===== src/rtl/uart_mmio.sv =====
// uart_mmio: bus-mapped UART (TXD at BASE_ADDR, RXD +4, CON +8); ports clk/reset, MemRd/MemWr/Addr/WriteData/ReadData bus, rx/tx serial, irq on pending rx byte
module uart_mmio #(
  parameter int          CLKS_PER_BIT = 5208,
  parameter logic [31:0] BASE_ADDR    = 32'h40000018
) (
  input  logic        clk,
  input  logic        reset,
  input  logic        MemRd,
  input  logic        MemWr,
  input  logic [31:0] Addr,
  input  logic [31:0] WriteData,
  output logic [31:0] ReadData,
  input  logic        rx,
  output logic        tx,
  output logic        irq
);
  localparam int W = $clog2(CLKS_PER_BIT);
  localparam logic [W-1:0] LAST = W'(CLKS_PER_BIT - 1);
  localparam logic [W-1:0] HALF = W'(CLKS_PER_BIT / 2);
  typedef enum logic [1:0] {IDLE, START, DATA, STOP} state_t;
  logic sel_txd, sel_rxd, sel_con, wr_txd, wr_con, rd_rxd, unused_wd;
  assign sel_txd = Addr == BASE_ADDR;
  assign sel_rxd = Addr == BASE_ADDR + 32'd4;
  assign sel_con = Addr == BASE_ADDR + 32'd8;
  assign wr_txd = MemWr & sel_txd;
  assign wr_con = MemWr & sel_con;
  assign rd_rxd = MemRd & sel_rxd;
  assign unused_wd = ^WriteData[31:8];
  state_t ts, ts_n;
  logic [W-1:0] tcnt;
  logic [2:0] tbit;
  logic [7:0] tsh, tsh_n;
  logic tend, accept, tx_n, tx_busy;
  assign tend = tcnt == LAST;
  assign accept = wr_txd & (ts == IDLE);
  always_ff @(posedge clk)
    if (reset) ts <= IDLE;
    else ts <= ts_n;
  always_comb begin
    ts_n = ts;
    case (ts)
      IDLE:    ts_n = accept ? START : IDLE;
      START:   ts_n = tend ? DATA : START;
      DATA:    ts_n = (tend && tbit == 3'd7) ? STOP : DATA;
      default: ts_n = tend ? IDLE : STOP;
    endcase
  end
  // tx is registered from next-state values so the line never glitches on state decode
  always_comb begin
    tsh_n = accept ? WriteData[7:0] : (ts == DATA && tend) ? {1'b0, tsh[7:1]} : tsh;
    tx_n = ts_n == START ? 1'b0 : ts_n == DATA ? tsh_n[0] : 1'b1;
    tx_busy = ts != IDLE;
  end
  always_ff @(posedge clk)
    if (reset) begin
      tcnt <= '0;
      tbit <= '0;
      tsh <= '0;
      tx <= 1'b1;
    end else begin
      tcnt <= (ts == IDLE || tend) ? '0 : tcnt + 1'b1;
      tbit <= ts != DATA ? 3'd0 : tend ? tbit + 1'b1 : tbit;
      tsh <= tsh_n;
      tx <= tx_n;
    end
  state_t rs, rs_n;
  logic [W-1:0] rcnt;
  logic [2:0] rbit;
  logic [7:0] rsh, rxd;
  logic r1, r2, r3, fall, rend, rhalf;
  logic rx_ready, overrun, frame_err, rx_irq_en;
  logic stop_ok, stop_bad, rx_ready_n, overrun_n, frame_err_n, irq_en_n;
  assign fall = r3 & ~r2;
  assign rend = rcnt == LAST;
  assign rhalf = rcnt == HALF;
  always_ff @(posedge clk)
    if (reset) rs <= IDLE;
    else rs <= rs_n;
  always_comb begin
    rs_n = rs;
    case (rs)
      IDLE:    rs_n = fall ? START : IDLE;
      START:   rs_n = rhalf ? (r2 ? IDLE : DATA) : START;
      DATA:    rs_n = (rend && rbit == 3'd7) ? STOP : DATA;
      default: rs_n = rend ? IDLE : STOP;
    endcase
  end
  // a completing byte wins over a same-edge RXD read; the read still suppresses overrun
  always_comb begin
    stop_ok = rs == STOP && rend && r2;
    stop_bad = rs == STOP && rend && !r2;
    rx_ready_n = stop_ok ? 1'b1 : rd_rxd ? 1'b0 : rx_ready;
    overrun_n = stop_ok ? ~rd_rxd & (overrun | rx_ready) : rd_rxd ? 1'b0 : overrun;
    frame_err_n = stop_bad ? 1'b1 : rd_rxd ? 1'b0 : frame_err;
    irq_en_n = wr_con ? WriteData[2] : rx_irq_en;
  end
  always_ff @(posedge clk)
    if (reset) begin
      {r1, r2, r3} <= 3'b111;
      rcnt <= '0;
      rbit <= '0;
      rsh <= '0;
      rxd <= '0;
      rx_ready <= 1'b0;
      overrun <= 1'b0;
      frame_err <= 1'b0;
      rx_irq_en <= 1'b0;
      irq <= 1'b0;
    end else begin
      {r1, r2, r3} <= {rx, r1, r2};
      rcnt <= (rs == IDLE || rs_n != rs || rend) ? '0 : rcnt + 1'b1;
      rbit <= rs != DATA ? 3'd0 : rend ? rbit + 1'b1 : rbit;
      rsh <= (rs == DATA && rend) ? {r2, rsh[7:1]} : rsh;
      rxd <= stop_ok ? rsh : rxd;
      rx_ready <= rx_ready_n;
      overrun <= overrun_n;
      frame_err <= frame_err_n;
      rx_irq_en <= irq_en_n;
      irq <= rx_ready_n & irq_en_n;
    end
  assign ReadData = !MemRd ? 32'd0 : sel_rxd ? {24'd0, rxd} :
                    sel_con ? {27'd0, frame_err, overrun, rx_irq_en, tx_busy, rx_ready} : 32'd0;
endmodule


===== config.mk =====
export PLATFORM = sky130hd
export DESIGN_NAME = uart_mmio
export DESIGN_NICKNAME = d
export VERILOG_FILES = /design/src/rtl/uart_mmio.sv
export SDC_FILE = /design/constraint.sdc
export NUM_CORES = 1
export LEC_CHECK = 0
export ABC_AREA = 1
export BUFFER_PORTS_ARGS = -buffer_cell sky130_fd_sc_hd__buf_2
export CORE_MARGIN = 4
export CORE_UTILIZATION = 53
export CTS_CLUSTER_SIZE = 25
export DETAILED_ROUTE_END_ITERATION = 16
export PLACE_DENSITY_LB_ADDON = 0.12
export RECOVER_POWER = 25
export REMOVE_ABC_BUFFERS = 1
export SLEW_MARGIN = 10
export SYNTH_ARGS = -nofsm -noshare
export SYNTH_HDL_FRONTEND = slang
export SYNTH_SLANG_ARGS = --single-unit
export TNS_END_PERCENT = 30

===== constraint.sdc =====
create_clock -name clk -period 1.9 [get_ports clk]
set_input_delay 0.095 -clock clk [delete_from_list [all_inputs] [get_ports clk]]
set_output_delay 0.095 -clock clk [all_outputs]
set_load 0.01 [all_outputs]

-- Word level (Yosys, flattened, before mapping)
Cells that the tools add are included.
W data, S select, Z words.
- magnitude comparators: 0
- bitwise operators: 10
- $mul: 0
- add/sub/neg operators: 4
- equality and inequality tests: 18
- shifts and indexed selects: 0
- divide/modulo/power cells: 0
- muxes and demuxes: 24
- reduce and logical (&&, ||, !) cells: 21
- operators with widths (cell ; count):
    $eq A32 B31 Y1 const B ; 3
    $mux W8 ; 4
    $add A13 B1 Y13 const B ; 2
    $eq A13 B13 Y1 const B ; 2
    $eq A13 B12 Y1 const B ; 1
    $mux W1 ; 12
    $pmux W2 S3 ; 2
    $mux W2 ; 5
    $eq A2 B2 Y1 const B ; 4
    $reduce_bool A2 Y1 ; 4
    $reduce_or A2 Y1 ; 4
    $and A1 B1 Y1 ; 7
    $logic_and A1 B1 Y1 ; 7
    $add A3 B1 Y3 const B ; 2
    $eq A2 B1 Y1 const B ; 3
    $eq A3 B3 Y1 const B ; 2
    $mux W5 ; 1
    $logic_not A2 Y1 ; 2
    $ne A2 B2 Y1 const B ; 2
    $logic_or A1 B1 Y1 ; 3
    $ne A2 B2 Y1 ; 1
    $not A1 Y1 ; 2
    $logic_not A1 Y1 ; 1
    $or A1 B1 Y1 ; 1
- word-level logic and storage cells: 96
- bits in writable memories: 0
- ROM bits: 0
- bits in registers: 69
- memories: 0
- output and inout bits: 34
- bits in latches: 0

-- Depth between registers and ports, before layout
- word-level depth: 8
- gate-level depth with buffers: 11
- depth with buffers taken out: 11

-- Least setup slack after synthesis
No wires, ideal clock.
- kind: flip-flop to flip-flop
- start point: register rcnt[0]
- end point: register rcnt[4]
- data required time: 1781 ps
- path buffers: 1
- cell stages (with the launch flop): 10
- arrival: 1406 ps
- setup slack: 375 ps
- clock period less this slack: 1525 ps
- setup time: 119 ps
- cell sequence: dfxtp_1 -> ha_1 -> nand4_1 -> nor2_1 -> nand2_2 -> inv_4 -> nand2_4 -> a21oi_4 -> buf_6 -> nor3_2
- cells in the longest elaborated chain, start to end: 8
- elaborated cells on any way between the ends: 12
- those cells by class: add/sub: 1; eq/ne: 3; mux: 4; reduce/logical: 4
- RTL lines (item ; line ; source):
    from (decl) ; 67 ; logic [W-1:0] rcnt;
    from (signal assigned) ; 111 ; rcnt <= (rs == IDLE || rs_n != rs || rend) ? '0 : rcnt + 1'b1;
    $eq A13 B13 Y1 ; 74 ; assign rend = rcnt == LAST;
    $logic_and A1 B1 Y1 ; 84 ; DATA: rs_n = (rend && rbit == 3'd7) ? STOP : DATA;
    $mux W1 ; 84 ;
    $pmux W2 S3 ; 81 ; case (rs)
    $ne A2 B2 Y1 ; 111 ;
    $logic_or A1 B1 Y1 (2 in a row) ; 111 ;
    $reduce_or A2 Y1 (no source line) ; n/a ;
Parallel ways exist; a longest one is shown, timed or not.
A chain may end at the register's enable or synchronous reset.

-- Worst setup path in the final report
- start point: register rcnt[0]
- end point: register rcnt[0]
Same word-level chain as after synthesis.

==> flow_summary.json <==
{
  "drt-pass1-iter-count": 4,
  "crit_type": "flop to flop",
  "cts_sinks": 69,
  "drt_wl_total_um": 7360,
  "finalCritPeriodShare_pct": 91.0,
  "worstPathRequired_ps": 2130,
  "root_buffer": "clkbuf_8",
  "ys_async_sr_fraction_pct": 0,
  "cts_tree": "done",
  "drt_iter0_drc": 150,
  "initial_utilization_pct": 54.7,
  "portBuffers": 54,
  "grt_setup_unrepaired": "false",
  "p_leak_nw": 1.82,
  "whs_path_depth": 3,
  "max_cap_viol_count": 0,
  "die_area_mm2": 0.00842,
  "rows": 30,
  "fin_skew_ps": 7.28,
  "routedWlPerCell_um": 10.7,
  "antenna_left": 0,
  "insertion_delay_ps": 350,
  "final_common_cell": "nand2_1",
  "hold_violations": 0,
  "p_per_area_mw_per_mm2": 689,
  "synth_top_flop_cell": "dfxtp_1",
  "place_hpwl_um": 5470,
  "final_util_pct": 62.2,
  "crit_fanout": 13,
  "ios": 103,
  "final_cell_mix": "86 x nand2_1, 84 x nor2_1, 69 x dfxtp_1",
  "vias_per_cell": 4.81,
  "antenna_found_initial": 0,
  "cts.clk_slew.worst_paths_ps": 80,
  "postPlaceCellArea_mm2": 0.00399,
  "path_buf_inv": 2,
  "synth_edf_count": 0,
  "die_x_um": 91.7,
  "fin_nets": 663,
  "cts.path.max_buffers": 2,
  "ys_seq_area_share_pct": 37.2,
  "crit_path_max_incr_delay_ps": 380,
  "final_area_mm2": 0.00423,
  "synth_area_mm2": 0.00372,
  "cts.htree.levels": 3,
  "grt_pass1_vias": 2958,
  "dieHeight_um": 91.7,
  "rrSetupSlack_ps": 170,
  "path_cells": "ha_1, nand4_1, nor2_1, nand2_2, inv_4, nand2_1, a21oi_4, buf_12, nor3_1",
  "critPathCaptureType": "flop",
  "numCtsBuffers": 9,
  "final_layout_size_suffix_gt1_share_pct": 17.9,
  "overflow": 0,
  "fmax_mhz": 578,
  "fin_crit_ps": 1730,
  "vias": 3306,
  "cp-start-kind": "flop",
  "area_delta_synth_final_pct": 13.8,
  "grt_pass1_wl_um": 12600,
  "drc": 0,
  "syn_area_per_cell_um2": 7.01,
  "path_delay_family": "simple AND/OR/NAND/NOR gates",
  "postSynthCellCount": 530,
  "gr-usage-all-layers_pct": 17.9,
  "ir_drop_v": 0.000531,
  "place_congestion": 0.840,
  "cp_slowest_cell": "dfxtp_1",
  "worst_ep_arrival_time_ps": 1960,
  "hold_path.class": "primary input to flop",
  "synth_seq_cells": 69,
  "core_area_mm2": 0.00679,
  "setup_violations": 0,
  "cp.depth": 9,
  "fin_tns_setup_ps": 0,
  "ys_types": 36,
  "yosysWarnings": 0,
  "grt_start_max_net_pins": 25,
  "slew_viol_final": 0,
  "r2r_cells": 9,
  "antennaDiodeCount": 0,
  "status": "completed"
}
-- routing by layer --
metal	GRT usage (%)	vias to the layer above	part of all wire [%]
met2	30.4	57	48
met1	22.2	1463	46
li1	-	1773	-
met3	4.02	13	4.4
met4	6.93	0	1.6
met5	0	-	0
-- worst paths after layout --
check,startpoint,end
max reg2reg,rcnt[0],rcnt[0]
max,rcnt[0],rcnt[0]
min,WriteData[3],tsh[3]
min reg2reg,r1,r2
-- cell usage after synthesis, types with 2 or more instances --
library cell,count,area (um^2)
nor3b_1,3,22.5
ha_1,7,87.6
dfxtp_1,69,1380
xnor2_1,3,26.3
nor3_2,14,140
xor2_1,9,78.8
inv_1,63,236
clkbuf_1,5,18.8
nand3_1,33,165
or2_1,2,12.5
o21a_1,3,22.5
nor3_1,12,60.1
a21oi_1,34,170
o21ai_1,5,25.0
buf_4,25,188
o21ai_0,30,150
nor2_2,2,12.5
buf_6,2,22.5
nand2_2,3,18.8
nor2_1,86,323
nand4_1,12,75.1
inv_2,3,11.3
or2_2,3,18.8
buf_2,5,25.0
nand3_2,2,20.0
nand2_1,85,319
-- power by group --
| part | switching [W] | leakage, nW | internal, W |
|---|---|---|---|
| sequential | 0.00000390 | 0.556 | 0.00145 |
| combinational | 0.0000859 | 1.16 | 0.0000553 |
| clock | 0.000575 | 0.110 | 0.000743 |
-- flip-flops by register name, indices dropped and copies added (netlist names) --
signal     count
rcnt          13
tcnt          13
rsh            8
rxd            8
tsh            8
rbit           3
tbit           3
rs             2
ts             2
frame_err      1
irq            1
overrun        1
r1             1
r2             1
r3             1
rx_irq_en      1
rx_ready       1
tx             1
-- kinds of logic after synthesis --
family	count (synthesis)	share of synthesized area [%]
AOI/OAI and AO/OA	75	10.8
xor gates and xnor gates	12	2.83
buffers and inverters	105	13.8
adders and majority gates	7	2.36
and+or+nand+nor	261	32.9
other	1	0.101
DFF	69	37.2
-- final cells by class --
class / instances / area [um^2]
Timing Repair Buffer: 60 / 328
Clock buffer: 9 / 124
Clock inverter: 7 / 95.1
Fill cell: 665 / 2570
Sequential cell: 69 / 1380
Multi-Input combinational cell: 379 / 1920
Inverter: 68 / 260
Tap cell: 96 / 120
-- tightest hold or removal path, cell delays in order --
cell	delay [ps]
buf_2	80
o21ai_0	70
nor2_1	90
-- stage by stage --
step	hold WS [ps]	setup WS [ps]	cells	total power, W
floorplan	164	251	516	0.00156
global placement	278	172	671	0.00162
detailed placement	281	151	671	0.00162
CTS	21.6	113	688	0.00295
global route	27.2	1.20	688	0.00304
finish	30.9	171	688	0.00291
-- what timing repair did --
item / CTS / global route
setup buffers: 0 / 0
endpoints found under the hold margin: 1 / 0
resized for setup: 0 / 5
setup endpoints to repair: 0 / 20
hold buffers: 1 / 0
Note: power is estimated with default switching activity, not from simulation.
